File: src/rtl/traffic_phase_ctrl.sv
// traffic_phase_ctrl: two-road phase sequencer with pedestrian walk, timer programming and watchdog fault latch
module traffic_phase_ctrl #(
    parameter int NBITS    = 32,
    parameter int T_GREEN  = 50,
    parameter int T_YELLOW = 10,
    parameter int T_ALLRED = 5,
    parameter int T_WALK   = 20,
    parameter int WD_SLACK = 8
) (
    input  logic             clk_i,
    input  logic             reset_i,
    input  logic             timer_i,
    input  logic             ped_req_i,
    output logic             tmr_rst_o,
    output logic [NBITS:0]   cnt_rst_o,
    output logic [2:0]       ns_light_o,
    output logic [2:0]       ew_light_o,
    output logic             walk_o,
    output logic             ped_ack_o,
    output logic             fault_o,
    output logic [2:0]       phase_o
);
    typedef enum logic [2:0] {
        NS_GREEN  = 3'd0,
        NS_YELLOW = 3'd1,
        ALLRED_A  = 3'd2,
        EW_GREEN  = 3'd3,
        EW_YELLOW = 3'd4,
        ALLRED_B  = 3'd5,
        WALK      = 3'd6,
        FAULT     = 3'd7
    } phase_e;

    // a compare value of 0 never fires, so every duration is at least 1
    localparam logic [NBITS:0] D_GREEN  = (NBITS+1)'(T_GREEN  < 1 ? 1 : T_GREEN);
    localparam logic [NBITS:0] D_YELLOW = (NBITS+1)'(T_YELLOW < 1 ? 1 : T_YELLOW);
    localparam logic [NBITS:0] D_ALLRED = (NBITS+1)'(T_ALLRED < 1 ? 1 : T_ALLRED);
    localparam logic [NBITS:0] D_WALK   = (NBITS+1)'(T_WALK   < 1 ? 1 : T_WALK);

    function automatic logic [NBITS:0] dur(input phase_e p);
        return (p == NS_GREEN || p == EW_GREEN) ? D_GREEN :
               (p == NS_YELLOW || p == EW_YELLOW) ? D_YELLOW :
               (p == WALK) ? D_WALK : D_ALLRED;
    endfunction

    phase_e            state_q, state_d, nxt;
    logic              tmr_rst_q, tmr_rst_d;
    logic [NBITS:0]    cnt_rst_q, cnt_rst_d;
    logic [NBITS:0]    dwell_q, dwell_d;
    logic              ped_pend_q, ped_pend_d;
    logic              ped_ack_q, ped_ack_d;
    logic              expire, wd_trip, entry, enter_walk;
    logic [NBITS+1:0]  wd_lim;

    // a timer pulse left over from the previous phase is ignored while the timer is being reset
    assign expire  = timer_i & ~tmr_rst_q;
    assign wd_lim  = {1'b0, cnt_rst_q} + (NBITS+2)'(WD_SLACK + 2);
    assign wd_trip = {1'b0, dwell_q} >= wd_lim;

    always_ff @(posedge clk_i or posedge reset_i) begin
        if (reset_i) begin
            state_q    <= ALLRED_B;
            tmr_rst_q  <= 1'b1;
            cnt_rst_q  <= D_ALLRED;
            dwell_q    <= '0;
            ped_pend_q <= 1'b0;
            ped_ack_q  <= 1'b0;
        end else begin
            state_q    <= state_d;
            tmr_rst_q  <= tmr_rst_d;
            cnt_rst_q  <= cnt_rst_d;
            dwell_q    <= dwell_d;
            ped_pend_q <= ped_pend_d;
            ped_ack_q  <= ped_ack_d;
        end
    end

    always_comb begin
        nxt        = (state_q == ALLRED_B) ? (ped_pend_q ? WALK : NS_GREEN) :
                     (state_q == WALK) ? NS_GREEN : phase_e'(state_q + 3'd1);
        state_d    = (state_q == FAULT) ? FAULT : expire ? nxt : wd_trip ? FAULT : state_q;
        entry      = state_d != state_q;
        enter_walk = entry && state_d == WALK;
        tmr_rst_d  = entry || state_d == FAULT;
        cnt_rst_d  = (entry && state_d != FAULT) ? dur(state_d) : cnt_rst_q;
        dwell_d    = entry ? '0 : (&dwell_q) ? dwell_q : dwell_q + (NBITS+1)'(1);
        // a request arriving on the walk-entry edge survives for the next cycle
        ped_pend_d = ped_req_i || (ped_pend_q && !enter_walk);
        ped_ack_d  = enter_walk;
    end

    always_comb begin
        ns_light_o = (state_q == NS_GREEN) ? 3'b001 : (state_q == NS_YELLOW) ? 3'b010 : 3'b100;
        ew_light_o = (state_q == EW_GREEN) ? 3'b001 : (state_q == EW_YELLOW) ? 3'b010 : 3'b100;
        walk_o     = state_q == WALK;
        fault_o    = state_q == FAULT;
        phase_o    = state_q;
        tmr_rst_o  = tmr_rst_q;
        cnt_rst_o  = cnt_rst_q;
        ped_ack_o  = ped_ack_q;
    end
endmodule
File: config.mk
export PLATFORM = sky130hd
export DESIGN_NAME = traffic_phase_ctrl
export DESIGN_NICKNAME = d
export VERILOG_FILES = /design/src/rtl/traffic_phase_ctrl.sv
export SDC_FILE = /design/constraint.sdc
export NUM_CORES = 1
export LEC_CHECK = 0
export BUFFER_PORTS_ARGS = -buffer_cell sky130_fd_sc_hd__buf_2
export CORE_ASPECT_RATIO = 2
export CORE_MARGIN = 4
export CORE_UTILIZATION = 56
export CTS_BUF_LIST = sky130_fd_sc_hd__clkbuf_8 sky130_fd_sc_hd__clkbuf_16
export CTS_CLUSTER_SIZE = 20
export DETAILED_ROUTE_END_ITERATION = 8
export GPL_TIMING_DRIVEN = 0
export PLACE_DENSITY = 0.8
export REMOVE_ABC_BUFFERS = 1
export SLEW_MARGIN = 20
export SYNTH_ARGS = -nofsm -noshare
export SYNTH_HDL_FRONTEND = slang
export SYNTH_SLANG_ARGS = --single-unit
File: constraint.sdc
create_clock -name clk_i -period 3.5 [get_ports clk_i]
set_input_delay 0.525 -clock clk_i [delete_from_list [all_inputs] [get_ports clk_i]]
set_output_delay 0.525 -clock clk_i [all_outputs]
set_load 0.005 [all_outputs]
==> summary.md, run 1 <==
| Metric | Value |
|---|---|
| Avg Cell Area, Syn | 9.43 um^2 |
| Max Transition Viols Final | 0 |
| Final Cycle Share | 96.5% |
| Worst-path clk slew | 90 ps |
| Hold slack | 218 ps |
| Post-DR vias/cell | 5.78 |
| Count leader, synth | nor2_1 |
| DRT iter0 DRCs | 99 |
| Setup crit end kind | flop |
| WL/cell | 16.5 um |
| Detailed Routing Iterations Pass 1 | 4 |
| Worst path most repeated cell | ha_1 |
| Startpoint Class | flop |
| Cell leakage power | 1.51 nW |
| WL final | 6370 um |
| Slew @ Worst Pin | 709 ps |
| Post-DRT Antenna Nets | 0 |
| Starting density of the core | 58.6% |
| Final RePlAce weighted congestion | 0.892 |
| Root buffer selected by CTS | clkbuf_8 |
| DRC errors left | 0 |
| Initial antenna violation count | 0 |
| Inserted Clock Buffers | 5 |
| Setup WS post-layout | 122 ps |
| Synth cell types | 50 |
| Synth top cells by count | nor2_1 (44), dfrtp_1 (40), buf_4 (29) |
| Buf+Inv Stages, Crit Path | 1 |
| # port buffers | 22 |
| FF+latch count, synth | 45 |
| DP Worst Slack | -459 ps |
| CORE AREA | 4910 um^2 |
| Post-Synthesis Cells | 305 |
| Hold crit path type | in -> async |
| Final number of hold-violating endpoints | 0 |
| Critical Path Fanout Max | 5 |
| Synthesized cell area | 2880 um^2 |
| Sequential share of the synthesized area | 39.4% |
| First-pass GRT wire length | 10200 um |
| H-tree depth | 2 |
| Dpl cells | 376 |
| Fin cells | 387 |
| Placed wire-length estimate | 4900 um |
| Total grt overflow | 0 |
| # nets final | 345 |
| Clock latency at the later pin of the worst-skew pair | 310 ps |
| CP Class | reg -> reg |
| TritonCTS clock tree | yes |
| Layout cells sized above 1 | 14.8% |
| Top FF cell, synth | dfrtp_1 |
| Cell Rows | 36 |
| Final setup violation count | 0 |
| Via count | 2237 |
| P&R area growth vs syn | 6.83% |
| VDD IR max | 0.443 mV |
| DIE HEIGHT | 109 um |
| N_diodes | 0 |
| Post-synth EDFFs | 0 |
| Die area | 6410 um^2 |
| CTS Hold Bufs | 0 |
| Largest net degree at the start of global routing | 37 |
| Headroom to the max-slew limit | 52.3% |
| Synth async-reset ratio | 100% |
| Die Wd | 58.7 um |
| Top-area cell type share of the netlist area | 34.8% |
| Clock Skews | 13.8 ps |
| Status | finished, final reports clean |
| Worst-path cell chain | ha_1 -> o21ai_0 -> xor2_1 -> ha_1 -> a21o_1 -> a2bb2oi_2 -> o2111ai_4 -> o41ai_4 -> inv_2 -> a2111oi_4 -> a211oi_1 |
| Final min period | 3380 ps |
| Slowest CP cell | o41ai_4 |
| Fmax | 0.296 GHz |
| # IOs | 50 |
| Vias in the first global route | 2241 |
| Max Root-Sink Buffers | 2 |
| Post-DP Area | 2920 um^2 |
| Top Family by Delay on Critical Path | compound AO/OA/AOI/OAI gates |
| Leading post-synthesis cells by cell area | dfrtp_1 (35%), buf_4 (7.6%), xor2_1 (5.8%), nor2_1 (5.7%), ha_1 (5.2%) |
| WP data arrival | 3560 ps |
| Util after Layout | 62.6% |
| Design Area, Final | 3070 um^2 |
| Crit path largest cell delay | 560 ps |
| Yosys Warn Count | 0 |
| Gr usage total | 21.3% |
| Max Cap Violations | 0 |
| CTS Sinks | 45 |
| Worst Path Required | 3680 ps |
| P per Cell Area | 579 nW/um^2 |
| Largest area contributor in the netlist | dfrtp_1 |
worst register-to-register path: cells and delay by family (launching register included):
kind	cells	cell delay, ps
AO/OA/AOI/OAI	7	1950
XOR/XNOR	1	180
buffers and inverters	1	130
flip-flops	1	470
adder cells (fa/ha/maj)	2	510
placed cells by master (no fill, tap or decap), types with 2 or more instances in the layout:
master / netlist / layout
o22ai_1: 2 / 2
nand2_1: 19 / 18
buf_4: 29 / 3
nor2b_1: 3 / 3
nor4_1: 8 / 8
ha_1: 12 / 12
clkbuf_8: 0 / 6
buf_2: 3 / 22
and4_1: 3 / 3
inv_1: 14 / 14
and4_2: 2 / 2
a21oi_1: 6 / 6
nor2_1: 44 / 44
inv_2: 1 / 2
nand4_1: 5 / 5
nand2b_1: 2 / 2
nand3_1: 15 / 15
dfrtp_1: 40 / 40
and3_1: 9 / 9
a22o_1: 2 / 2
mux2i_1: 2 / 2
o41ai_4: 2 / 2
nor3_1: 9 / 9
a21o_1: 4 / 4
a211oi_1: 2 / 2
xor2_1: 19 / 19
dfstp_2: 5 / 5
and2_1: 2 / 2
conb_1: 1 / 27
xnor2_1: 16 / 16
o211ai_1: 2 / 2
state kept, by name, indices dropped and copies added (netlist names):
| register | cells |
|---|---|
| ped_pend_q | 1 |
| ped_ack_o | 1 |
| phase_o | 3 |
| cnt_rst_o | 6 |
| tmr_rst_o | 1 |
| dwell_q | 33 |
where the power goes:
part           internal, mW  total, mW  leakage [nW]  switching [mW]
registers             0.604      0.720         0.580           0.116
clock network         0.230      0.402        0.0626           0.172
logic                 0.303      0.657         0.870           0.354
total                  1.14       1.78          1.51           0.643
routing by layer:
metal  vias up  routed length, um  track usage, %
li1       1051                  -               -
met1      1089               2180            19.6
met2        70               3660            41.4
met3        27                250            3.64
met4         0                285            12.0
met5         -                  0               0
metrics by stage:
step | TNS (ps) | power [mW]
2_1_floorplan | 0 | 1.17
3_3_place_gp | -4760 | 1.31
3_5_place_dp | -8740 | 1.36
4_1_cts | 0 | 1.77
5_1_grt | -43.6 | 1.89
6_report | 0 | 1.78
kinds of logic after synthesis:
kind of cell	share of synthesized area [%]
AND/OR/NAND/NOR	21.4
buffers and inverters	10.8
XOR/XNOR	10.7
other	0.130
AO/OA/AOI/OAI	11.7
flip-flops	39.4
multiplexers	0.696
adder cells (fa/ha/maj)	5.22
final cells by class:
class,instances,area (um^2)
Sequential cell,45,1130
Multi-Input combinational cell,236,1540
Tap cell,57,71.3
Inverter,15,56.3
Clock inverter,2,33.8
Clock buffer,6,82.6
Fill cell,429,1840
Timing Repair Buffer,26,153
path summary, 6_finish.rpt:
kind	startpoint	endpoint	slack [ps]	depth (start not counted)
max in group asynchronous	reset_i	phase_o[2]	2730	3
hold / removal	reset_i	dwell_q[19]	220	2
min in group clk_i	ped_req_i	ped_pend_q	400	2
hold reg to reg	cnt_rst_o[2]	cnt_rst_o[2]	500	2
setup / recovery	cnt_rst_o[1]	cnt_rst_o[4]	120	11
setup reg to reg	cnt_rst_o[1]	cnt_rst_o[4]	120	11
what timing repair did:
item / in CTS / in global routing
setup buffers: 0 / 3
resized for setup: 2 / 2
gates cloned: 0 / 0
pin swaps: 0 / 1
hold endpoints to repair: 0 / 0
endpoints found under the setup margin: 36 / 38
Power figures use the tool's default switching activity.
==> inputs of run 2 (changes only) <==
- ABC_AREA: not set -> 1
- CORE_UTILIZATION: 56 -> 57
- RECOVER_POWER: not set -> 100
==> run 2 against run 1 <==
Net effect:
- the flow now finishes with violations (max-capacitance violations, max-slew violations)
- synthesized area up 7.8%
- global-route usage up 2.1 points
- power down 11%
- largest cell class unchanged
- maximum frequency up 6.8%
- final cell count up 30%
- clock skew down 5.6 ps
- sequential share of layout area down 1.8 points
==> summary.md, run 2 <==
| Metric | Value |
|---|---|
| Status | finished, violations left |
| Failing checks | max-capacitance violations, max-slew violations |
| Avg Cell Area, Syn | 7.36 um^2 (-22%) |
| Worst R2R Setup Slack | 340 ps (+210 ps) |
| Post-DR vias/cell | 5.49 (-5.1%) |
| Leading post-synthesis cells by cell area | dfrtp_1 (32%), nand2_1 (10%), nor2_1 (8.4%), inv_1 (6.8%), buf_4 (6.5%) |
| Fillers | 511 (+19%) |
| Logic pwr share | 34.5% (-2.4 points) |
| Sequential share of the synthesized area | 36.5% (-2.9 points) |
| # nets final | 462 (+34%) |
| Critical Path Fanout Max | 11 (+6) |
| Post-synth EDFFs | 0 (unchanged) |
| Root buffer selected by CTS | clkbuf_8 |
| Gr usage total | 23.4% (+2.1 points) |
| Max Cap Violations | 1 (+1) |
| Top-area cell type share of the netlist area | 32.3% (-2.5 points) |
| TritonCTS clock tree | yes |
| Final number of hold-violating endpoints | 0 (unchanged) |
| FF-to-FF Start | dwell_q[1] |
| CTS Sinks | 45 (unchanged) |
| Starting density of the core | 59.3% (+0.71 points) |
| Synth async-reset ratio | 100% (unchanged) |
| Dpl cells | 495 (+32%) |
| DRC errors left | 0 (unchanged) |
| First-pass GRT wire length | 12100 um (+18%) |
| Largest Register | dwell_q |
| Storage cell area | 1130 um^2 (unchanged) |
| Internal power | 0.972 mW (-14%) |
| Initial antenna violation count | 0 (unchanged) |
| P&R area growth vs syn | 4.16% |
| Count leader, synth | nand2_1 |
| Final Cycle Share | 90.4% (-6.1 points) |
| DRT iter0 DRCs | 95 (-4.0%) |
| Placed wire-length estimate | 5450 um (+11%) |
| Hold crit path type | in -> async |
| Worst-path clk slew | 80 ps (about the same) |
| Tot Pwr | 1.58 mW (-11%) |
| FF+latch count, synth | 45 (unchanged) |
| Commonest non-fill, non-tap cell in the layout | nand2_1 |
| Slew @ Worst Pin | 1890 ps (+1180 ps) |
| Clock power share | 21.1% (-1.5 points) |
| Layout cells sized above 1 | 9.62% (-5.2 points) |
| RSZ-0062 raised after global routing | no |
| Depth of the worst register-to-register path | 19 (+8) |
| Switching Fraction | 38.5% (+2.4 points) |
| Cell Rows | 37 (+2.8%) |
| Startpoint Class | flop |
| Final RePlAce weighted congestion | 0.849 (-4.8%) |
| Die area | 6750 um^2 (+5.3%) |
| Via count | 2770 (+24%) |
| Yosys Warn Count | 0 (unchanged) |
| Largest net degree at the start of global routing | 42 (+14%) |
| Sequential Power Share | 44.4% (+3.9 points) |
| DIE HEIGHT | 112 um (+2.7%) |
| # IOs | 50 (unchanged) |
| Detailed Routing Iterations Pass 1 | 4 (unchanged) |
| Synth top cells by count | nand2_1 (84), nor2_1 (69), inv_1 (56) |
| Max reg flops | 33 (unchanged) |
| Total grt overflow | 0 (unchanged) |
| WP data arrival | 3370 ps (-190 ps) |
| Post-DRT Antenna Nets | 0 (unchanged) |
| Max Root-Sink Buffers | 2 (unchanged) |
| Commonest non-fill, non-tap cells in the layout | nand2_1 (83), nor2_1 (70), inv_1 (58) |
| Fmax | 0.316 GHz (+6.8%) |
| H-tree depth | 2 (unchanged) |
| Final setup violation count | 0 (unchanged) |
| Synthesized cell area | 3100 um^2 (+7.8%) |
| R2r endpoint | dwell_q[27] |
| Cell leakage power | 1.70 nW (+12%) |
| # port buffers | 22 (unchanged) |
| Area of the multi-input gates | 1610 um^2 (+4.3%) |
| WL/cell | 14.4 um (-12%) |
| Setup TNS | 0 ps (unchanged) |
| Post-Synthesis Cells | 421 (+38%) |
| Setup crit end kind | flop |
| Final min period | 3160 ps (-214 ps) |
| VDD IR max | 0.405 mV (-8.6%) |
| Clock Skews | 8.18 ps (-5.65 ps) |
| P per Cell Area | 489 nW/um^2 (-16%) |
| Synth cell types | 35 (-30%) |
| Headroom to the max-slew limit | -26.1% (-78 points) |
| Top FF cell, synth | dfrtp_1 |
| Largest area contributor in the netlist | dfrtp_1 |
| Inserted Clock Buffers | 5 (unchanged) |
| Worst Path Required | 3700 ps (+20 ps) |
| CORE AREA | 5230 um^2 (+6.5%) |
| Max Transition Viols Final | 36 (+36) |
| N_diodes | 0 (unchanged) |
| Vias in the first global route | 2841 (+27%) |
| Fin cells | 505 (+30%) |
| Die Wd | 60.2 um (+2.5%) |
| CP Class | reg -> reg |
| Clock latency at the later pin of the worst-skew pair | 320 ps (about the same) |
| Net Switching | 0.608 mW (-5.4%) |
| WL final | 7280 um (+14%) |
==> run 2: cells by family (layout without fill, tap and decap cells) <==
group / after synthesis / in the layout / share of synthesized area [%]
and+or+nand+nor: 225 / 227 / 33.9
buffers and inverters: 92 / 90 / 15.0
DFF: 45 / 45 / 36.5
AOI/OAI and AO/OA: 32 / 32 / 5.69
xor gates and xnor gates: 14 / 14 / 3.95
adders and majority gates: 12 / 12 / 4.84
other: 1 / 27 / 0.121
==> run 2: worst max-delay path: stages (launching register included) <==
cell and delay (ps):
dfrtp_1 400, ha_1 210, nand3_1 110, nor2_1 120, nand2_1 70, nor2_1 90, nand3_1 190, nor4_1 250
nand2_1 80, nor2_1 140, ha_2 330, inv_1 230, nand4_1 150, inv_1 60, nand3_1 80, inv_1 110
nand2_2 140, nor3_1 80, a21oi_1 160, nor3_2 50
==> run 2: stage by stage <==
stage | worst slack (ps) | instance area [um^2] | util [%] | hold WS [ps]
6_report | 336 | 3230 | 61.7 | 175
5_1_grt | 16.7 | 3230 | 61.7 | 225
4_1_cts | 127 | 3250 | 62.0 | 138
3_5_place_dp | 155 | 3160 | 60.4 | 468
3_3_place_gp | 294 | 3140 | 60.0 | 468
2_1_floorplan | 736 | 2960 | - | 442
==> run 2: layout make-up <==
| class | count | area share, % |
|---|---|---|
| Sequential cell | 45 | 35.1 |
| Clock buffer | 5 | 2.13 |
| Clock inverter | 3 | 0.581 |
| Timing Repair Buffer | 23 | 3.29 |
| Inverter | 59 | 6.86 |
| Tap cell | 58 | 2.25 |
| Multi-Input combinational cell | 312 | 49.8 |
==> run 2: routing by layer <==
layer  share of wire [%]  global-route usage [%]  vias up
met2                  56                    42.3       99
met1                  33                    21.8     1296
met5                   0                       0        -
met3                 5.1                    3.80       39
li1                    -                       -     1336
met4                 6.2                    17.0        0
==> run 2: worst max-delay path by stage <==
stage	cells after the start	start	end	slack [ps]
CTS	19	cnt_rst_o[1]	cnt_rst_o[4]	130
global route	19	dwell_q[1]	dwell_q[27]	20
floorplan	18	cnt_rst_o[2]	cnt_rst_o[4]	740
finish	19	dwell_q[1]	dwell_q[27]	340
global placement	19	cnt_rst_o[1]	cnt_rst_o[0]	290
detailed placement	18	cnt_rst_o[1]	cnt_rst_o[4]	160
==> run 2: repair_timing <==
action	CTS	global route
hold endpoints to repair	0	0
hold buffers	0	0
setup endpoints to repair	0	25
setup buffers	0	0
resized for setup	0	5
==> run 2: power by group through the flow <==
stage / registers (mW) / clock network, mW / logic, mW
2_1_floorplan: 0.688 / 0 / 0.409
3_3_place_gp: 0.711 / 0 / 0.514
3_5_place_dp: 0.714 / 0 / 0.548
4_1_cts: 0.705 / 0.335 / 0.552
5_1_grt: 0.715 / 0.362 / 0.634
6_report: 0.702 / 0.333 / 0.544
==> inputs of run 3 (changes only) <==
- BUFFER_PORTS_ARGS: -buffer_cell sky130_fd_sc_hd__buf_2 -> not set
- CORE_UTILIZATION: 57 -> 60
- DONT_BUFFER_PORTS: not set -> 1
- PLACE_DENSITY: 0.8 -> 0.76
==> run 3 against run 2 <==
Net effect:
- the flow still finishes with violations (max-capacitance violations, max-slew violations)
- non-clock buffer count is 22 lower
- clock power rose by 29%
- sequential power grew 1%
- first-iteration DRC count fell by 16%
- setup slack improved by 6.5 ps
- critical path type unchanged
- core utilization is 1.6 points higher
- highest routed layer unchanged
- count of clock-buffer cells in the layout grew 1
- sequential share of layout area is 1.0 points higher
- via count fell by 6.5%
- wire length decreased by 3.8%
==> summary.md, run 3 (synthesis gave the netlist of run 2 again) <==
| Metric | Value |
|---|---|
| Status | finished, violations left |
| Failing checks | max-capacitance violations, max-slew violations |
| Top Family by Delay on Critical Path | simple AND/OR/NAND/NOR gates |
| DRT iter0 DRCs | 80 (-16%) |
| Inserted Clock Buffers | 5 (unchanged) |
| Worst Path Required | 3720 ps (+20 ps) |
| Most crowded layer after global routing | met2 |
| Die Wd | 58.8 um (-2.2%) |
| Vias in the first global route | 2599 (-8.5%) |
| Startpoint Class | flop |
| Hold crit path type | in -> async |
| # nets final | 439 (-5.0%) |
| Worst path most repeated cell | nand2_1 |
| Design Area, Final | 3140 um^2 (-2.9%) |
| Worst-path clk slew | 100 ps (+20 ps) |
| Fillers | 469 (-8.2%) |
| Max Root-Sink Buffers | 2 (unchanged) |
| Worst Setup SP | cnt_rst_o[2] |
| First-pass GRT wire length | 11400 um (-5.4%) |
| Clock latency at the later pin of the worst-skew pair | 310 ps (about the same) |
| Post-DP Area | 3050 um^2 (-3.5%) |
| Crit path largest cell delay | 610 ps (+210 ps) |
| Final Cycle Share | 90.2% (-0.19 points) |
| Storage cell area | 1130 um^2 (unchanged) |
| Commonest non-fill, non-tap cell in the layout | nand2_1 |
| Post-DRT Antenna Nets | 0 (unchanged) |
| Max reg flops | 33 (unchanged) |
| Largest Register | dwell_q |
| Cell leakage power | 1.63 nW (-3.8%) |
| Critical Path Fanout Max | 20 (+9) |
| WP data arrival | 3380 ps (about the same) |
| Setup crit end kind | flop |
| Gr usage total | 23.3% (-0.052 points) |
| Headroom to the max-slew limit | -19.8% (+6.3 points) |
| Largest net degree at the start of global routing | 42 (unchanged) |
| Worst-path cell chain | ha_1 -> o21ai_0 -> xor2_1 -> ha_1 -> nand2_1 -> inv_1 -> nand2_1 -> a21oi_1 -> nor2_1 -> nand3_1 -> nand2_1 -> nand2_2 -> nand2_1 -> nand2_1 -> inv_2 -> nand3_2 -> a21oi_1 |
| N_diodes | 0 (unchanged) |
| Initial antenna violation count | 0 (unchanged) |
| Area of the multi-input gates | 1590 um^2 (-1.4%) |
| Slew @ Worst Pin | 1800 ps (-95.1 ps) |
| VDD IR max | 0.447 mV (+10%) |
| # port buffers | 0 (-100%) |
| Placed wire-length estimate | 5310 um (-2.6%) |
| # IOs | 50 (unchanged) |
| CP Class | reg -> reg |
| Met3 usage | 4.00% (+0.20 points) |
| WL final | 7010 um (-3.8%) |
| CTS Sinks | 45 (unchanged) |
| Fmax | 0.317 GHz (+0.21%) |
| Depth of the worst register-to-register path | 17 (-2) |
| Final min period | 3160 ps (-6.50 ps) |
| P&R area growth vs syn | 1.13% |
| H-tree depth | 2 (unchanged) |
| RSZ-0062 raised after global routing | no |
| Max Cap Violations | 1 (unchanged) |
| Detailed Routing Iterations Pass 1 | 5 (+1) |
| Die area | 6450 um^2 (-4.5%) |
| Slowest CP cell | dfstp_1 |
| Buf+Inv Stages, Crit Path | 2 (-1) |
| Worst path depth | 17 (-2) |
| Root buffer selected by CTS | clkbuf_8 |
| Final RePlAce weighted congestion | 0.835 (-1.7%) |
| Layout cells sized above 1 | 6.37% (-3.3 points) |
| Met1 Use GR | 22.3% (+0.43 points) |
| Cell Rows | 36 (-2.7%) |
| Util after Layout | 63.3% (+1.6 points) |
| Setup TNS | 0 ps (unchanged) |
| Clock Skews | 8.44 ps (+0.261 ps) |
| Via count | 2591 (-6.5%) |
| Starting density of the core | 62.6% (+3.3 points) |
| Commonest non-fill, non-tap cells in the layout | nand2_1 (84), nor2_1 (70), inv_1 (57) |
| Post-DR vias/cell | 5.39 (-1.8%) |
| Tot Pwr | 1.63 mW (+3.2%) |
| FF-to-FF Start | cnt_rst_o[2] |
| Final number of hold-violating endpoints | 0 (unchanged) |
| DIE HEIGHT | 110 um (-2.4%) |
| Global Route met2 Usage | 43.8% (+1.6 points) |
| P per Cell Area | 520 nW/um^2 (+6.3%) |
| Total grt overflow | 0 (unchanged) |
| Postcts setup bufs | 0 (unchanged) |
| Max Transition Viols Final | 34 (-5.6%) |
| Final setup violation count | 0 (unchanged) |
| DRC errors left | 0 (unchanged) |
| WL/cell | 14.6 um (+1.0%) |
| CORE AREA | 4950 um^2 (-5.3%) |
| TritonCTS clock tree | yes |
-- run 3: metrics by stage --
step	instances	setup slack [ps]	hold WS, ps
floorplan	414	736	442
CTS	480	110	50.0
global route	481	29.6	159
global placement	471	179	471
detailed placement	472	135	382
finish	481	343	114
-- run 3: power by group --
part / leakage [nW] / internal [mW] / switching [mW]
Clock: 0.0574 / 0.233 / 0.196
Sequential: 0.578 / 0.600 / 0.111
Combinational: 0.999 / 0.209 / 0.282
-- run 3: cell type report --
type,count,share of cell area (%)
Clock buffer,6,2.63
Clock inverter,2,1.20
Inverter,59,7.06
Multi-Input combinational cell,311,50.6
Sequential cell,45,36.1
Tap cell,57,2.27
Timing Repair Buffer,1,0.120
-- run 3: path summary, 6_finish.rpt --
| kind | slack [ps] | to |
|---|---|---|
| max in group asynchronous | 1340 | dwell_q[11] |
| min reg2reg | 500 | ped_pend_q |
| min in group clk_i | 320 | ped_pend_q |
| min | 110 | dwell_q[29] |
| max reg2reg | 340 | dwell_q[1] |
| max | 340 | dwell_q[1] |
-- run 3: what timing repair did --
action / CTS / global route
gates resized for setup: 0 / 2
setup endpoints to repair: 0 / 13
hold buffers: 0 / 0
-- run 3: routing by layer --
layer / routed length (um) / part of all wire (%)
met5: 0 / 0
met3: 223 / 3.2
met2: 4110 / 59
met4: 349 / 5.0
met1: 2320 / 33
